## config.mk

```make
export PLATFORM = sky130hd
export DESIGN_NAME = hazard_scoreboard_flat
export DESIGN_NICKNAME = d
export VERILOG_FILES = /design/src/rtl/control_pkg.sv /design/src/rtl/hazard_scoreboard_if.sv /design/src/rtl/hazard_src_decode.sv /design/src/rtl/hazard_scoreboard.sv /design/src/flat_wrapper.sv
export SDC_FILE = /design/constraint.sdc
export NUM_CORES = 1
export LEC_CHECK = 0
export CORE_MARGIN = 2
export CORE_UTILIZATION = 45
export DETAILED_ROUTE_END_ITERATION = 10
export PLACE_DENSITY = 0.68
export SETUP_SLACK_MARGIN = 0.15
export SYNTH_ARGS = -nofsm -noshare
export SYNTH_HDL_FRONTEND = slang
export SYNTH_HIERARCHICAL = 1
export SYNTH_SLANG_ARGS = --single-unit
export TNS_END_PERCENT = 30
```

## constraint.sdc

```tcl
create_clock -name clk -period 3.8 [get_ports clk]
set_input_delay 0.38 -clock clk [delete_from_list [all_inputs] [get_ports clk]]
set_output_delay 0.38 -clock clk [all_outputs]
set_load 0.02 [all_outputs]
```

## src/rtl/control_pkg.sv

```systemverilog
// Shared types for the hazard scoreboard: instruction classes, operating modes
// and the saturating-increment helper used by the optional perf counters.
package control_pkg;

  typedef enum logic [3:0] {
    IT_R      = 4'd0,
    IT_I      = 4'd1,
    IT_LOAD   = 4'd2,
    IT_STORE  = 4'd3,
    IT_BRANCH = 4'd4,
    IT_JAL    = 4'd5,
    IT_JALR   = 4'd6,
    IT_LUI    = 4'd7,
    IT_AUIPC  = 4'd8,
    IT_SYSTEM = 4'd9,
    IT_FENCE  = 4'd10,
    IT_NOP    = 4'd11
  } instruction_type_e;

  typedef enum logic [1:0] {
    RUN      = 2'd0,
    LOAD_USE = 2'd1,
    REDIRECT = 2'd2,
    MEM_WAIT = 2'd3
  } op_mode_e;

  function automatic logic [31:0] sat_inc(input logic [31:0] v);
    return (v == 32'hFFFF_FFFF) ? v : (v + 32'd1);
  endfunction

endpackage

```

## src/rtl/hazard_scoreboard_if.sv

```systemverilog
// Decode/execute/pipeline-control bundle between the pipeline (master) and the
// hazard scoreboard (slave). Perf counter signals exist only with HAZARD_PERF_EN.
interface hazard_scoreboard_if
  import control_pkg::*;
#(
  parameter int NUM_REGS = 32
);
  localparam int REG_W = $clog2(NUM_REGS);

  logic              id_valid;
  logic [REG_W-1:0]  id_rs1;
  logic [REG_W-1:0]  id_rs2;
  logic [REG_W-1:0]  id_rd;
  instruction_type_e id_instruction_type;
  logic              ex_valid;
  instruction_type_e ex_instruction_type;
  logic              ex_taken;
  logic              mem_ready;
  logic              stall_pc;
  logic              stall_ifid;
  logic              stall_idex;
  logic              flush_ifid;
  logic              flush_idex;
  logic [NUM_REGS-1:0] busy_mask;
`ifdef HAZARD_PERF_EN
  logic [31:0]       stall_cycles;
  logic [31:0]       redirect_count;

  modport master (
    output id_valid, id_rs1, id_rs2, id_rd, id_instruction_type,
    output ex_valid, ex_instruction_type, ex_taken, mem_ready,
    input  stall_pc, stall_ifid, stall_idex, flush_ifid, flush_idex, busy_mask,
    input  stall_cycles, redirect_count
  );
  modport slave (
    input  id_valid, id_rs1, id_rs2, id_rd, id_instruction_type,
    input  ex_valid, ex_instruction_type, ex_taken, mem_ready,
    output stall_pc, stall_ifid, stall_idex, flush_ifid, flush_idex, busy_mask,
    output stall_cycles, redirect_count
  );
`else
  modport master (
    output id_valid, id_rs1, id_rs2, id_rd, id_instruction_type,
    output ex_valid, ex_instruction_type, ex_taken, mem_ready,
    input  stall_pc, stall_ifid, stall_idex, flush_ifid, flush_idex, busy_mask
  );
  modport slave (
    input  id_valid, id_rs1, id_rs2, id_rd, id_instruction_type,
    input  ex_valid, ex_instruction_type, ex_taken, mem_ready,
    output stall_pc, stall_ifid, stall_idex, flush_ifid, flush_idex, busy_mask
  );
`endif
endinterface

```

## src/rtl/hazard_src_decode.sv

```systemverilog
// Maps an instruction class to which source registers it actually reads.
module hazard_src_decode
  import control_pkg::*;
(
  input  instruction_type_e i_type,
  output logic              o_use_rs1,
  output logic              o_use_rs2
);

  // Source-register usage per instruction class
  always_comb begin
    o_use_rs1 = 1'b0;
    o_use_rs2 = 1'b0;
    case (i_type)
      IT_R, IT_STORE, IT_BRANCH: begin
        o_use_rs1 = 1'b1;
        o_use_rs2 = 1'b1;
      end
      IT_I, IT_LOAD, IT_JALR: begin
        o_use_rs1 = 1'b1;
        o_use_rs2 = 1'b0;
      end
      default: begin
        o_use_rs1 = 1'b0;
        o_use_rs2 = 1'b0;
      end
    endcase
  end

endmodule

```

## src/rtl/hazard_scoreboard.sv

```systemverilog
// Load-use / redirect / memory-wait hazard unit with a per-register countdown
// scoreboard. Optional perf counters are enabled by the macro HAZARD_PERF_EN.
module hazard_scoreboard
  import control_pkg::*;
#(
  parameter int LOAD_LATENCY = 2,
  parameter int NUM_REGS     = 32
) (
  input  logic clk,
  input  logic rst_n,
  hazard_scoreboard_if.slave bus
);
  localparam int CNT_W = $clog2(LOAD_LATENCY + 1);
  localparam int REG_W = $clog2(NUM_REGS);

  logic [CNT_W-1:0] r_cnt [NUM_REGS];
  logic             w_use_rs1;
  logic             w_use_rs2;
  logic             w_load_use;
  logic             w_redirect;
  logic             w_issue;
  op_mode_e         w_mode;

  hazard_src_decode u_src_decode (
    .i_type    (bus.id_instruction_type),
    .o_use_rs1 (w_use_rs1),
    .o_use_rs2 (w_use_rs2)
  );

  // Hazard detection, mode priority and pipeline control outputs
  always_comb begin
    w_load_use = bus.id_valid &&
                 ((w_use_rs1 && (bus.id_rs1 != {REG_W{1'b0}}) && (r_cnt[bus.id_rs1] != {CNT_W{1'b0}})) ||
                  (w_use_rs2 && (bus.id_rs2 != {REG_W{1'b0}}) && (r_cnt[bus.id_rs2] != {CNT_W{1'b0}})));
    w_redirect = bus.ex_valid &&
                 (((bus.ex_instruction_type == IT_BRANCH) && bus.ex_taken) ||
                  (bus.ex_instruction_type == IT_JAL) || (bus.ex_instruction_type == IT_JALR));
    if (!bus.mem_ready) begin
      w_mode = MEM_WAIT;
    end else if (w_redirect) begin
      w_mode = REDIRECT;
    end else if (w_load_use) begin
      w_mode = LOAD_USE;
    end else begin
      w_mode = RUN;
    end
    bus.stall_pc   = 1'b0;
    bus.stall_ifid = 1'b0;
    bus.stall_idex = 1'b0;
    bus.flush_ifid = 1'b0;
    bus.flush_idex = 1'b0;
    case (w_mode)
      MEM_WAIT: begin
        bus.stall_pc   = 1'b1;
        bus.stall_ifid = 1'b1;
        bus.stall_idex = 1'b1;
      end
      REDIRECT: begin
        bus.flush_ifid = 1'b1;
        bus.flush_idex = 1'b1;
      end
      LOAD_USE: begin
        bus.stall_pc   = 1'b1;
        bus.stall_ifid = 1'b1;
        bus.flush_idex = 1'b1;
      end
      default: begin
        bus.stall_pc   = 1'b0;
      end
    endcase
    w_issue = bus.id_valid && (bus.id_instruction_type == IT_LOAD) &&
              !bus.stall_ifid && !bus.flush_idex;
  end

  // Busy view of the scoreboard
  always_comb begin
    bus.busy_mask = {NUM_REGS{1'b0}};
    for (int r = 0; r < NUM_REGS; r++) begin
      bus.busy_mask[r] = (r_cnt[r] != {CNT_W{1'b0}});
    end
  end

  // Countdown scoreboard; a same-cycle issue wins over the decrement
  always_ff @(posedge clk or negedge rst_n) begin
    if (!rst_n) begin
      for (int r = 0; r < NUM_REGS; r++) begin
        r_cnt[r] <= {CNT_W{1'b0}};
      end
    end else begin
      r_cnt[0] <= {CNT_W{1'b0}};
      for (int r = 1; r < NUM_REGS; r++) begin
        if (w_issue && (bus.id_rd == REG_W'(r))) begin
          r_cnt[r] <= CNT_W'(LOAD_LATENCY);
        end else if (bus.mem_ready && (r_cnt[r] != {CNT_W{1'b0}})) begin
          r_cnt[r] <= r_cnt[r] - CNT_W'(1);
        end else begin
          r_cnt[r] <= r_cnt[r];
        end
      end
    end
  end

`ifdef HAZARD_PERF_EN
  logic [31:0] r_stall_cycles;
  logic [31:0] r_redirect_count;

  // Saturating stall / redirect cycle counters
  always_ff @(posedge clk or negedge rst_n) begin
    if (!rst_n) begin
      r_stall_cycles   <= 32'd0;
      r_redirect_count <= 32'd0;
    end else begin
      if ((w_mode == MEM_WAIT) || (w_mode == LOAD_USE)) begin
        r_stall_cycles <= sat_inc(r_stall_cycles);
      end else begin
        r_stall_cycles <= r_stall_cycles;
      end
      if (w_mode == REDIRECT) begin
        r_redirect_count <= sat_inc(r_redirect_count);
      end else begin
        r_redirect_count <= r_redirect_count;
      end
    end
  end

  assign bus.stall_cycles   = r_stall_cycles;
  assign bus.redirect_count = r_redirect_count;
`endif

endmodule

```

## src/flat_wrapper.sv

```systemverilog
// flat-port wrapper written by rule: the top's interface ports become plain ports
module hazard_scoreboard_flat import control_pkg::*;
#(
  parameter int LOAD_LATENCY = 2,
  parameter int NUM_REGS     = 32
)
  (clk, rst_n, bus_id_valid, bus_id_rs1, bus_id_rs2, bus_id_rd, bus_id_instruction_type, bus_ex_valid, bus_ex_instruction_type, bus_ex_taken, bus_mem_ready, bus_stall_pc, bus_stall_ifid, bus_stall_idex, bus_flush_ifid, bus_flush_idex, bus_busy_mask);
  hazard_scoreboard_if #(.NUM_REGS(NUM_REGS)) bus_i ();
  input  logic clk;
  input  logic rst_n;
  input wire logic [$bits(bus_i.id_valid)-1:0] bus_id_valid;
  input wire logic [$bits(bus_i.id_rs1)-1:0] bus_id_rs1;
  input wire logic [$bits(bus_i.id_rs2)-1:0] bus_id_rs2;
  input wire logic [$bits(bus_i.id_rd)-1:0] bus_id_rd;
  input wire logic [$bits(bus_i.id_instruction_type)-1:0] bus_id_instruction_type;
  input wire logic [$bits(bus_i.ex_valid)-1:0] bus_ex_valid;
  input wire logic [$bits(bus_i.ex_instruction_type)-1:0] bus_ex_instruction_type;
  input wire logic [$bits(bus_i.ex_taken)-1:0] bus_ex_taken;
  input wire logic [$bits(bus_i.mem_ready)-1:0] bus_mem_ready;
  output wire logic [$bits(bus_i.stall_pc)-1:0] bus_stall_pc;
  output wire logic [$bits(bus_i.stall_ifid)-1:0] bus_stall_ifid;
  output wire logic [$bits(bus_i.stall_idex)-1:0] bus_stall_idex;
  output wire logic [$bits(bus_i.flush_ifid)-1:0] bus_flush_ifid;
  output wire logic [$bits(bus_i.flush_idex)-1:0] bus_flush_idex;
  output wire logic [$bits(bus_i.busy_mask)-1:0] bus_busy_mask;
  assign bus_i.id_valid = bus_id_valid;
  assign bus_i.id_rs1 = bus_id_rs1;
  assign bus_i.id_rs2 = bus_id_rs2;
  assign bus_i.id_rd = bus_id_rd;
  assign bus_i.id_instruction_type = bus_id_instruction_type;
  assign bus_i.ex_valid = bus_ex_valid;
  assign bus_i.ex_instruction_type = bus_ex_instruction_type;
  assign bus_i.ex_taken = bus_ex_taken;
  assign bus_i.mem_ready = bus_mem_ready;
  assign bus_stall_pc = bus_i.stall_pc;
  assign bus_stall_ifid = bus_i.stall_ifid;
  assign bus_stall_idex = bus_i.stall_idex;
  assign bus_flush_ifid = bus_i.flush_ifid;
  assign bus_flush_idex = bus_i.flush_idex;
  assign bus_busy_mask = bus_i.busy_mask;
  hazard_scoreboard #(.LOAD_LATENCY(LOAD_LATENCY), .NUM_REGS(NUM_REGS)) u_core (.clk(clk), .rst_n(rst_n), .bus(bus_i));
endmodule
```

Yosys cells after proc, flatten, opt, wreduce, memory -nomap -nowiden
Index checks and enable logic that the tools add are counted.

Add/sub/neg operators: 31. $lt $le $gt $ge: 2. Equality and inequality tests: 42. Muxes and demuxes: 77. Bitwise logic cells: 2. Reductions and logical operators: 148.

Operator list (count): two-way mux 2 bit (68); nonzero test 2 bit (64); equality test 5 bit, second input constant (16); logical AND 1 bit (72); subtractor 2 x 1 -> 2 bit, second input constant (31); equality test 5 x 4 -> 1 bit, second input constant (8); binary-select mux 2 bit (select 5 bit) (2); equality test 4 x 3 -> 1 bit, second input constant (5); equality test 5 x 3 -> 1 bit, second input constant (4); greater-or-equal comparator 6 bit, second input constant (2); NOT 5 -> 6 bit (2); equality test 5 x 2 -> 1 bit, second input constant (2); nonzero test 5 bit (2); equality test 4 x 2 -> 1 bit, second input constant (2); two-way mux 1 bit (7); OR reduction 6 bit (1); equality test 5 x 1 -> 1 bit, second input constant (1); equality test 2 bit, second input constant (2); equality test 4 x 1 -> 1 bit, second input constant (1); logical NOT 4 bit (1); OR reduction 2 bit (2); logical OR 1 bit (3); OR reduction 3 bit (1); equality test 2 x 1 -> 1 bit, second input constant (1); logical NOT 1 bit (2).

Flip-flop bits (word level): 62. Bits of input ports: 29. Logic and storage cells: 333.

Logic depth before layout (Yosys ltp)
Depth after elaboration: 19. Gate-level depth with buffers: 15.

Modules after synthesis
The synthesis kept the hierarchy.

By module, submodules not included: hazard_scoreboard (times used 1, cells an instance 572, area each 4790.8 um^2, seq. area each 1551.5 um^2); hazard_src_decode (times used 1, cells an instance 4, area each 22.5 um^2, seq. area each 0.0 um^2).

Worst setup path before layout
No wires, ideal clock.

Path type: input to register. From: input port bus_id_rs2[0]. To: register u_core/r_cnt[22] (netlist name). Setup time: 0.119 ns. Arrival: 3.182 ns. Required time: 3.681 ns. Path slack: 0.499 ns. Cell stages on the path: 15. Buffers on the path: 5. Path through: buf_2 -> buf_2 -> nor3_1 -> a211oi_1 -> o21ai_0 -> a211o_1 -> o32ai_2 -> clkbuf_1 -> nor3_1 -> ha_1 -> and3_1 -> clkbuf_1 -> clkbuf_1 -> o2111ai_1 -> o21a_1.

Cells in the longest elaborated chain, start to end: 19.

RTL lines: from (decl) (line flat_wrapper.sv:13) `input wire logic [$bits(bus_i.id_rs2)-1:0] bus_id_rs2;`; NOT 5 -> 6 bit (implied by the code) (line hazard_scoreboard.sv:34) `(w_use_rs2 && (bus.id_rs2 != {REG_W{1'b0}}) && (r_cnt[bus.id_rs2] != {CNT_W{1'b0}})));`; binary-select mux 2 bit (select 5 bit) (line hazard_scoreboard.sv:34); two-way mux 2 bit (implied by the code) (2 in series) (line hazard_scoreboard.sv:34); nonzero test 2 bit (line hazard_scoreboard.sv:34); logical AND 1 bit * (line hazard_scoreboard.sv:34); logical OR 1 bit * (line hazard_scoreboard.sv:33) `((w_use_rs1 && (bus.id_rs1 != {REG_W{1'b0}}) && (r_cnt[bus.id_rs1] != {CNT_W{1'b0}})) ||`; logical AND 1 bit * (line hazard_scoreboard.sv:32) `w_load_use = bus.id_valid &&`; two-way mux 1 bit * (line hazard_scoreboard.sv:42) `end else if (w_load_use) begin`; (+2 left out); equality test 2 bit or equality test 2 x 1 -> 1 bit (tied branches) (line hazard_scoreboard.sv:52) `case (w_mode)`; OR reduction 2 bit (no line); two-way mux 1 bit (line hazard_scoreboard.sv:52); logical NOT 1 bit (line hazard_scoreboard.sv:72) `!bus.stall_ifid && !bus.flush_idex;`; logical AND 1 bit (line hazard_scoreboard.sv:71) `w_issue = bus.id_valid && (bus.id_instruction_type == IT_LOAD) &&`; logical AND 1 bit * (line hazard_scoreboard.sv:72); logical AND 1 bit * (line hazard_scoreboard.sv:92) `if (w_issue && (bus.id_rd == REG_W'(r))) begin`; two-way mux 2 bit or nonzero test 2 bit (tied branches); to (signal, indexed assignment) (line hazard_scoreboard.sv:93) `r_cnt[r] <= CNT_W'(LOAD_LATENCY);`; to (signal, indexed assignment) (line hazard_scoreboard.sv:95) `r_cnt[r] <= r_cnt[r] - CNT_W'(1);`; to (signal, indexed assignment) (line hazard_scoreboard.sv:97) `r_cnt[r] <= r_cnt[r];`; to (decl) (line hazard_scoreboard.sv:16) `logic [CNT_W-1:0] r_cnt [NUM_REGS];`.

Mark *: on every way between the ends. The rest lies on a longest branch, timed or not. The select of a mux whose other input is x is not followed. A chain may end at the register's enable or synchronous reset.

Final worst setup path
From: input port bus_id_rs1[0]. To: output port bus_stall_ifid.

Cells in the longest elaborated chain, start to end: 14.

RTL lines: from (decl) (line flat_wrapper.sv:12) `input wire logic [$bits(bus_i.id_rs1)-1:0] bus_id_rs1;`; NOT 5 -> 6 bit (implied by the code) (line hazard_scoreboard.sv:33); binary-select mux 2 bit (select 5 bit) (line hazard_scoreboard.sv:33); two-way mux 2 bit (implied by the code) (2 in series) (line hazard_scoreboard.sv:33); nonzero test 2 bit (line hazard_scoreboard.sv:33); logical AND 1 bit * (line hazard_scoreboard.sv:33); logical OR 1 bit * (line hazard_scoreboard.sv:33); logical AND 1 bit * (line hazard_scoreboard.sv:32); two-way mux 1 bit * (line hazard_scoreboard.sv:42); two-way mux 2 bit * (line hazard_scoreboard.sv:40) `end else if (w_redirect) begin`; two-way mux 2 bit * (line hazard_scoreboard.sv:38) `if (!bus.mem_ready) begin`; equality test 2 bit or equality test 2 x 1 -> 1 bit (tied branches) (line hazard_scoreboard.sv:52); OR reduction 2 bit (no line) *; two-way mux 1 bit * (line hazard_scoreboard.sv:52); to (decl) (line flat_wrapper.sv:21) `output wire logic [$bits(bus_i.stall_ifid)-1:0] bus_stall_ifid;`.

Marked as above.

==> implementation parameters <==
Parameter                              Value

Status
  Outcome ... completed

Final layout
  Largest registers ... u_core/r_cnt x62
  Antenna cell count ... 0
  End-of-flow core utilization ... 0.568
  Number of flip-flops under the largest register name ... 62
  Number of inserted filler cells in the final layout ... 953
  Proportion of layout cells with a drive suffix above 1 ... 0.111
  Growth of design area from synthesis to finish ... 22.3%
  Biggest register ... u_core/r_cnt
  Net count of the finished layout ... 703

Yosys
  #FFs+latches synth ... 62
  Proportion of synthesized area in mux cells ... 0.0325
  Synth top area share ... 0.322
  Number of synthesized flops with an enable pin ... 0
  Adder-cell share of the synthesized area ... 0.0832
  Dominant combinational cell family by area after synthesis ... compound AO/OA/AOI/OAI gates
  Fraction of synthesis flops using an asynchronous set or reset pin ... 1.00
  Most used flip-flop cell after synthesis ... dfrtp_1
  Mapped Nets ... 637
  Gate count after technology mapping ... 576
  Proportion of synthesized chip area in sequential cells ... 0.322
  Biggest area consumer among synthesized cells ... dfrtp_1
  Top-count cell post-synth ... inv_1
  Avg Cell Area, Syn ... 8.36 um2
  Synth cell count leaders ... inv_1 (97), nor2_1 (78), dfrtp_1 (62)
  Fraction of the mapped netlist area in compound gates ... 0.237
  Count of different cell masters after synthesis ... 55
  Count of synthesis-stage warnings from yosys ... 6
  Synth Cell Area ... 4810 um2
  Xor/xnor share of the synthesized area ... 0.0564
  Cell types with the largest area share after synthesis ... dfrtp_1 (32%), ha_1 (8.3%), inv_1 (7.6%)
  Simple-gate share of the synthesized area ... 0.159

Worst hold path
  Type of the tightest min-delay check ... input pin to async pin

Pwr
  Cell leakage power ... 0.00253 uW
  Peak supply drop ... 0.000443 V
  Pwr per Cell Area ... 765 nW/um2

Setup path
  Reg-to-reg slack, setup ... 0.67 ns
  Kind of capture point of the worst setup path ... primary output
  Startpoint type of the worst setup path ... input pin
  Crit Path Class ... input pin to primary output
  Required time at the endpoint of the critical path ... 3.42 ns
  Slowest library cell on the worst path ... clkdlybuf4s50_1
  CP cell instances ... clkdlybuf4s50_1, buf_12, nor3_1, a2111oi_0, or4_1, nor3_2, buf_4, or2_1, nand3_1, clkdlybuf4s50_1
  Worst path most repeated cell ... clkdlybuf4s50_1
  Largest driver fanout on the critical path ... 22
  Critical Path AT ... 3.11 ns
  Maximum single-stage delay on the critical path ... 0.58 ns

Global route
  Global-route met2 utilization ... 0.381
  Highest-utilization routing layer at the global route stage ... met2
  Maximum number of pins on one net before global-route repair ... 35
  GRT Total Usage ... 0.226
  Met3 track utilization from global routing ... 0.0436
  Number of global-route vias before repair ... 4,371
  Met1 Resource Use GR ... 0.293
  Number of antenna violations at the first check in global routing ... 0
  Aggregate global routing overflow ... 0
  Wire length of the first global-routing pass ... 20.6 mm

Die
  Die height ... 107 um
  Area of the core ... 10,400 um2
  Initial core utilization ... 0.464
  Number of top-level pins ... 66
  Number of standard-cell rows in the floorplan ... 37
  Die width ... 107 um
  Total Die Area ... 11,500 um2

STA
  F_max ... 0.286 GHz
  Maximum clock skew at final layout ... 0.00575 ns
  RSZ-0062 raised after global routing ... true
  Endpoints failing setup ... 0
  Min Hold Slack ... 0.110 ns
  Rel. slew slack ... 0.471
  Part of the cycle the worst path needs ... 0.919
  Slew at the pin closest to its max-slew limit ... 0.794 ns
  Final count of hold timing violations ... 0
  Pins over their slew limit ... 0
  Tmin final ... 3.49 ns
  Setup TNS ... 0 ns

Routing
  Final wirelength ... 12.7 mm
  Residual DRC ... 0
  DRT Pass-1 Iters ... 5
  Post-DR wirelength/cell ... 16.2 um
  Routed via count divided by cell count ... 5.67
  Routed via count ... 4,438
  Final antenna-violating net count ... 0
  First-iteration detailed-routing DRC count ... 263

Placed design
  # port buffers ... 64
  Routability-driven placement congestion ratio ... 0.911
  Final HPWL from detailed placement ... 9.51 mm

CTS
  Count of hold-fix buffers inserted at cts ... 0
  Clock tree from TritonCTS ... done
  Total number of H-tree levels ... 3
  Clock slew at the register clock pins of the worst setup and hold paths ... 0.07 ns
  CTS sink count ... 62
  Clk buf depth ... 2
  Root Driver ... clkbuf_8
  TritonCTS buffer count ... 9
  Clock insertion delay at the later pin of the skew report ... 0.34 ns

Job
  Number of max-capacitance violations reported ... 0
critical path: cells and delay by family:
family / cells / cell delay, ns
simple gates: 5 / 1.18
compound gates: 1 / 0.10
buf+inv: 4 / 1.45
final timing paths:
| check | from | endpoint | cells after the start |
|---|---|---|---|
| worst max-delay path | bus_id_rs1[0] | bus_stall_ifid | 10 |
| worst min-delay path | rst_n | u_core/r_cnt[10]$_DFFE_PN0P_ | 1 |
| worst max register to register | u_core/r_cnt[36]$_DFFE_PN0P_ | u_core/r_cnt[49]$_DFFE_PN0P_ | 11 |
| worst min register to register | u_core/r_cnt[31]$_DFFE_PN0P_ | u_core/r_cnt[31]$_DFFE_PN0P_ | 2 |
| max in group asynchronous | rst_n | u_core/r_cnt[7]$_DFFE_PN0P_ | 2 |
| min in group clk | u_core/r_cnt[31]$_DFFE_PN0P_ | u_core/r_cnt[31]$_DFFE_PN0P_ | 2 |
cell families after synthesis:
kind of cell | count (synthesis)
AND/OR/NAND/NOR | 168
XOR/XNOR | 31
multiplexers | 8
adder cells (fa/ha/maj) | 32
flip-flops | 62
AO/OA/AOI/OAI | 148
other | 1
buffers and inverters | 126
power by group:
part           switching, uW  total (uW)  internal [uW]
registers                314        1320           1010
logic                   1250        2440           1200
clock network            262         735            473
total                   1820        4500           2680
metal layers:
| metal | wire, um | part of all wire |
|---|---|---|
| met4 | 272 | 0.022 |
| met1 | 5680 | 0.45 |
| met2 | 5900 | 0.47 |
| met3 | 794 | 0.063 |
| met5 | 0 | 0 |
layout by cell type, fill, tap and decap left out, types with 5 or more instances in the layout:
cell / n
a31oi_1: 8
inv_1: 97
a31o_2: 15
ha_1: 32
o21a_1: 13
a21oi_1: 26
nand2_1: 23
clkdlybuf4s50_1: 60
xnor2_1: 31
nor2_1: 78
buf_4: 16
clkbuf_8: 11
o31ai_1: 5
mux4_2: 6
nand3_1: 8
nor3_1: 33
dfrtp_1: 62
o21ai_0: 33
a31oi_4: 9
o2111ai_1: 11
stage by stage:
| step | setup slack, ns | total power, uW | std cells | cell area [um2] |
|---|---|---|---|---|
| floorplan | 0.499 | 3000 | 576 | 4810 |
| detailed placement | 0.0997 | 3760 | 767 | 5620 |
| CTS | 0.216 | 4520 | 783 | 5880 |
| finish | 0.307 | 4500 | 783 | 5890 |
| global route | 0.0839 | 4890 | 783 | 5890 |
| global placement | 0.152 | 3630 | 767 | 5620 |
what timing repair did:
item / in CTS / in global routing
setup buffers: 0 / 0
endpoints found under the setup margin: 1 / 3
resized for setup: 2 / 3
area by class of cell:
type / count / area, um2 / area share
repair buffers: 81 / 779 / 0.132
inverters: 100 / 375 / 0.0638
clock inverters: 3 / 90.1 / 0.0153
clock buffers: 13 / 159 / 0.0270
flip-flops and latches: 62 / 1550 / 0.264
multi-input cells: 388 / 2760 / 0.469
well taps: 136 / 170 / 0.0289
(Power assumes the default switching activity.)
